==> src/rtl/font_rom_arbiter.sv <==
// ============================================================================
// Module      : font_rom_arbiter
// Description : Round-robin sharing of one synchronous font ROM between layers,
//               with a tag pipeline that routes each row word back to its owner.
// Revision    : 1.0 - initial release
// ============================================================================
`default_nettype none

module font_rom_arbiter #(
    parameter int N_REQ   = 4,
    parameter int AW      = 5,
    parameter int DW      = 16,
    parameter int ROM_LAT = 1
) (
    input  logic               i_clk,
    input  logic               i_rst_n,
    input  logic               i_flush,
    input  logic [N_REQ-1:0]   i_req,
    input  logic [N_REQ*AW-1:0] i_addr,
    output logic [N_REQ-1:0]   o_gnt,
    output logic               o_rom_rd,
    output logic [AW-1:0]      o_rom_addr,
    input  logic [DW-1:0]      i_rom_data,
    output logic [N_REQ-1:0]   o_rsp_valid,
    output logic [DW-1:0]      o_rsp_data,
    output logic               o_busy
);

    localparam int               c_IW   = (N_REQ > 1) ? $clog2(N_REQ) : 1;
    localparam logic [c_IW-1:0]  c_LAST = c_IW'(N_REQ - 1);
    localparam logic [N_REQ-1:0] c_ONE  = {{(N_REQ-1){1'b0}}, 1'b1};

    logic [c_IW-1:0]    r_ptr;
    logic [c_IW-1:0]    r_gnt_idx;
    logic [ROM_LAT-1:0] r_tag_vld;
    logic [c_IW-1:0]    r_tag_idx [ROM_LAT];

    logic [N_REQ-1:0]   w_elig;
    logic [c_IW-1:0]    w_cand;
    logic [c_IW-1:0]    w_win;
    logic               w_found;

    // A layer whose grant is currently visible sits out this arbitration round.
    always_comb begin
        w_elig  = i_req & ~o_gnt;
        w_found = 1'b0;
        w_win   = '0;
        w_cand  = r_ptr;
        for (int i = 0; i < N_REQ; i++) begin
            w_cand = (w_cand == c_LAST) ? '0 : w_cand + 1'b1;
            if (!w_found && w_elig[w_cand]) begin
                w_found = 1'b1;
                w_win   = w_cand;
            end
        end
    end

    always_ff @(posedge i_clk) begin
        if (!i_rst_n) begin
            o_gnt       <= '0;
            o_rom_rd    <= 1'b0;
            o_rom_addr  <= '0;
            o_rsp_valid <= '0;
            o_rsp_data  <= '0;
            r_gnt_idx   <= '0;
            r_ptr       <= c_LAST;
            r_tag_vld   <= '0;
            for (int j = 0; j < ROM_LAT; j++) begin
                r_tag_idx[j] <= '0;
            end
        end else begin
            o_gnt    <= '0;
            o_rom_rd <= 1'b0;

            // The visible grant forms stage zero; the last stage lines up with ROM data.
            for (int j = 1; j < ROM_LAT; j++) begin
                r_tag_vld[j] <= r_tag_vld[j-1];
                r_tag_idx[j] <= r_tag_idx[j-1];
            end
            r_tag_vld[0] <= o_rom_rd;
            r_tag_idx[0] <= r_gnt_idx;

            if (r_tag_vld[ROM_LAT-1]) begin
                o_rsp_valid <= c_ONE << r_tag_idx[ROM_LAT-1];
                o_rsp_data  <= i_rom_data;
            end else begin
                o_rsp_valid <= '0;
            end

            if (i_flush) begin
                r_tag_vld   <= '0;
                o_rsp_valid <= '0;
                r_ptr       <= c_LAST;
            end else if (w_found) begin
                o_gnt      <= c_ONE << w_win;
                o_rom_rd   <= 1'b1;
                o_rom_addr <= i_addr[w_win*AW +: AW];
                r_gnt_idx  <= w_win;
                r_ptr      <= w_win;
            end
        end
    end

    assign o_busy = (|r_tag_vld) | (|o_rsp_valid);

endmodule

`default_nettype wire

==> config.mk <==
export PLATFORM = sky130hd
export DESIGN_NAME = font_rom_arbiter
export DESIGN_NICKNAME = d
export VERILOG_FILES = /design/src/rtl/font_rom_arbiter.sv
export SDC_FILE = /design/constraint.sdc
export NUM_CORES = 1
export LEC_CHECK = 0
export BUFFER_PORTS_ARGS = -buffer_cell sky130_fd_sc_hd__buf_2
export CORE_AREA = 4 4 72 88
export DETAILED_ROUTE_END_ITERATION = 10
export DIE_AREA = 0 0 76 92
export MAX_ROUTING_LAYER = met4
export PLACE_DENSITY = 0.65
export SETUP_SLACK_MARGIN = 0.4
export SLEW_MARGIN = 20
export SYNTH_ARGS = -nofsm -noshare
export SYNTH_HDL_FRONTEND = slang
export SYNTH_SLANG_ARGS = --single-unit
==> constraint.sdc <==
create_clock -name i_clk -period 5.9 [get_ports i_clk]
set_input_delay 0.295 -clock i_clk [delete_from_list [all_inputs] [get_ports i_clk]]
set_output_delay 0.295 -clock i_clk [all_outputs]
set_load 0.1 [all_outputs]
==> key figures <==
STA
  • Slew margin rel.: 43.40%
  • Final setup fails: 0
  • Post-layout min period: about 2.1 ns
  • F_max: 0.4655 GHz
  • Least-Margin Pin Slew: 0.8491 ns
  • RSZ-0062 raised after global routing: no
  • Count of pins over their slew limit: 0
  • Post-route clock period utilization: between 30% and 40%
  • Fin Setup TNS: 0 ns
  • Final hold violation count: 0
  • Clock Skews: 0.002611 ns

Synthesis
  • Synth Flop Type: dfxtp_1
  • XOR/XNOR Fraction of Synth Area: 0%
  • Mapped Area: between 1500 and 2000 um^2
  • Register area share after synthesis: a little under half
  • Largest family of logic cells by synthesized area: simple AND/OR/NAND/NOR gates
  • Synth Area in Adders: less than 1%
  • Mapped Avg Cell Area: just over 10 um^2
  • Simple-Gate Fraction of Synth Area: 22.45%
  • Synthesis-stage register bit count: 37
  • Mux cell area share after synthesis: approximately 18%
  • Cells after Synth: between 150 and 200
  • Compound-Gate Fraction of Synth Area: about 10%
  • YS warnings: 0
  • FFs w/ async S/R, synth: 0%
  • Syn_nets: 201
  • Post-synth EDFFs: 0
  • Yosys cell types: 36

Worst setup path
  • Startpoint types: flop
  • Crit Path Max Fanout: 14
  • Setup crit end kind: flop
  • Worst Path Required: ~6.0 ns
  • Arrival time at the worst endpoint: approximately 2.3 ns
  • Reg2reg start: r_ptr[0]$_SDFFE_PP1P_
  • Critical Path Source: r_ptr[0]$_SDFFE_PP1P_
  • Crit Path Class: flop to flop

Global routing
  • Antenna violations before repair: 0
  • Number of global-route vias before repair: between 1000 and 1500
  • GRT overflow: 0
  • Global-route wire length before repair: just over 6 mm
  • Global Route Usage Sum: between 10% and 20%
  • Largest net degree at the start of global routing: 23

Drt
  • Drt wl/cell: ~13 um
  • Initial drt markers: 25
  • Routed vias/inst: about 4.7
  • DRC: 0
  • DRT antenna net count: 0
  • Final WL: ~3.8 mm
  • DR vias: roughly 1400
  • Detailed Routing Iterations Pass 1: 4

Power and ir drop
  • Sw frac: roughly 33%
  • Pint: about 0.43 mW
  • Comb power frac: roughly a quarter
  • Sw power: about 0.21 mW
  • PwrDens: between 300 and 400 nW/um^2
  • VDD IR max: ~0.14 mV
  • Clk pwr share: between 30 and 40%
  • Leak Pwr: just under 1 nW
  • Seq pwr share: roughly two fifths

Place
  • DPL Wire Length: 2.859 mm
  • I/O Buffers: between 70 and 80
  • RePlAce Congestion: 0.7524

Floorplanning
  • Std-Cell Rows: 30
  • Initial Utilization: between 20 and 30%
  • Die H: around 90 um
  • Core area: 5518 um^2
  • DIE WIDTH: about 76 um
  • Die area: around 7000 um^2
  • Io pins: 74

Cells and area
  • Area delta synth->final: 32.50%
  • Final Net Count: about 280
  • Antenna Cells: 0
  • Share of cells above drive strength 1: roughly two fifths
  • Core Util, Final: 38.55%

Clocking
  • CTS root buf: clkbuf_8
  • Setup bufs post-CTS: 0
  • Clock Pin Slew Worst Setup and Hold Paths: 0.07 ns
  • Clk_lat worst skew: between 0.2 and 0.3 ns
  • CTS max path bufs: 2
  • Clk sinks: 37
  • H-tree levels: 2
  • Num CTS Buffers: 5
  • CTS tree: yes
  • Hold-fix buffers, CTS: 0
  • Post-CTS resize count: 0

Status
  • Status: completed

Hold path
  • Worst hold path class: primary input to flop
  • Hold_sp: i_rom_data[5]

Flow run
  • Max-Cap Viols: 0
-- final timing paths --
kind | end | slack (ns) | depth (start not counted)
max | o_rom_addr[0]$_SDFFE_PN0P_ | 3.75 | 6
min reg2reg | r_tag_vld$_SDFF_PP0_ | 0.46 | 1
max reg2reg | o_rom_addr[0]$_SDFFE_PN0P_ | 3.75 | 6
min | o_rsp_data[5]$_SDFFE_PN0P_ | 0.26 | 3
-- final cells by class --
| class | count | area, um^2 |
|---|---|---|
| repair buffers | 74 | 372.9 |
| well taps | 64 | 80.08 |
| clock buffers | 5 | 68.82 |
| multi-input cells | 110 | 814.5 |
| flip-flops and latches | 37 | 740.7 |
| clock inverters | 2 | 35.03 |
| inverters | 4 | 15.01 |
| fillers | 561 | 3391 |
-- synth_stat cells, types with 2 or more instances --
cell type  count  share of area [%]
dfxtp_1       37                 46
inv_1          4               0.94
nor3_1         5                1.6
nor2_1         6                1.4
nand2_1       11                2.6
nor2b_1       20                7.8
nand2b_1       4                1.6
o221ai_1       7                3.8
nor3b_1        2               0.94
nor2_2         2               0.78
and2b_1        2               0.94
clkbuf_1       2               0.47
mux2i_1       27                 17
o21ai_0        3               0.94
and2_1         4                1.6
-- placed cells by master, fill, tap and decap left out, types with 2 or more instances in the layout --
| cell type | count |
|---|---|
| buf_2 | 73 |
| dfxtp_1 | 37 |
| mux2i_1 | 27 |
| nor2b_1 | 20 |
| nand2_1 | 11 |
| o221ai_1 | 7 |
| nor2_1 | 6 |
| nor3_1 | 5 |
| clkbuf_8 | 5 |
| nand2b_1 | 4 |
| inv_1 | 4 |
| and2_1 | 4 |
| o21ai_0 | 3 |
| nor2_2 | 2 |
| and2b_1 | 2 |
| nor3b_1 | 2 |
-- kinds of logic after synthesis --
| group | Yosys count |
|---|---|
| AOI/OAI and AO/OA | 19 |
| adders and majority gates | 1 |
| buffers and inverters | 10 |
| DFF | 37 |
| muxes | 28 |
| and+or+nand+nor | 62 |
-- power by group through the flow --
stage	sequential (mW)	combinational (mW)	clock [mW]
5_1_grt	0.272	0.176	0.228
4_1_cts	0.270	0.167	0.220
3_5_place_dp	0.276	0.166	0
3_3_place_gp	0.275	0.165	0
6_report	0.270	0.165	0.211
2_1_floorplan	0.343	0.0664	0
-- routing by layer --
| metal | track usage [%] | vias up | part of all wire, % |
|---|---|---|---|
| li1 | - | 697 | - |
| met1 | 12.90 | 639 | 41 |
| met2 | 17.07 | 38 | 52 |
| met3 | 3.340 | 6 | 5.5 |
| met4 | 5.490 | 0 | 1.5 |
| met5 | - | - | 0 |
-- registers in the layout, indices dropped and copies added, names as in the netlist --
register and count:
o_gnt 4, r_gnt_idx 2, o_rsp_valid 4, r_ptr 2, r_tag_vld 1, o_rom_rd 1
o_rsp_data 16, r_tag_idx 2, o_rom_addr 5
-- stage by stage --
step / instance area [um^2] / instances / worst slack (ns) / total power, mW / hold WS (ns)
floorplan: 1605 / 157 / 3.612 / 0.4091 / 0.4268
global placement: 2023 / 289 / 3.837 / 0.4400 / 0.4361
detailed placement: 2023 / 289 / 3.746 / 0.4419 / 0.4433
CTS: 2127 / 296 / 3.735 / 0.6565 / 0.2556
global route: 2127 / 296 / 3.537 / 0.6763 / 0.2591
finish: 2127 / 296 / 3.752 / 0.6460 / 0.2596
-- worst max-delay path, stage by stage, from the launching register on --
cell and delay [ns]:
dfxtp_1 0.35, ha_1 0.24, nor2_2 0.18, o21ai_0 0.15, a21oi_2 0.67, mux2i_1 0.28
o221ai_1 0.13
No activity file was read; power rests on OpenSTA's default activity.
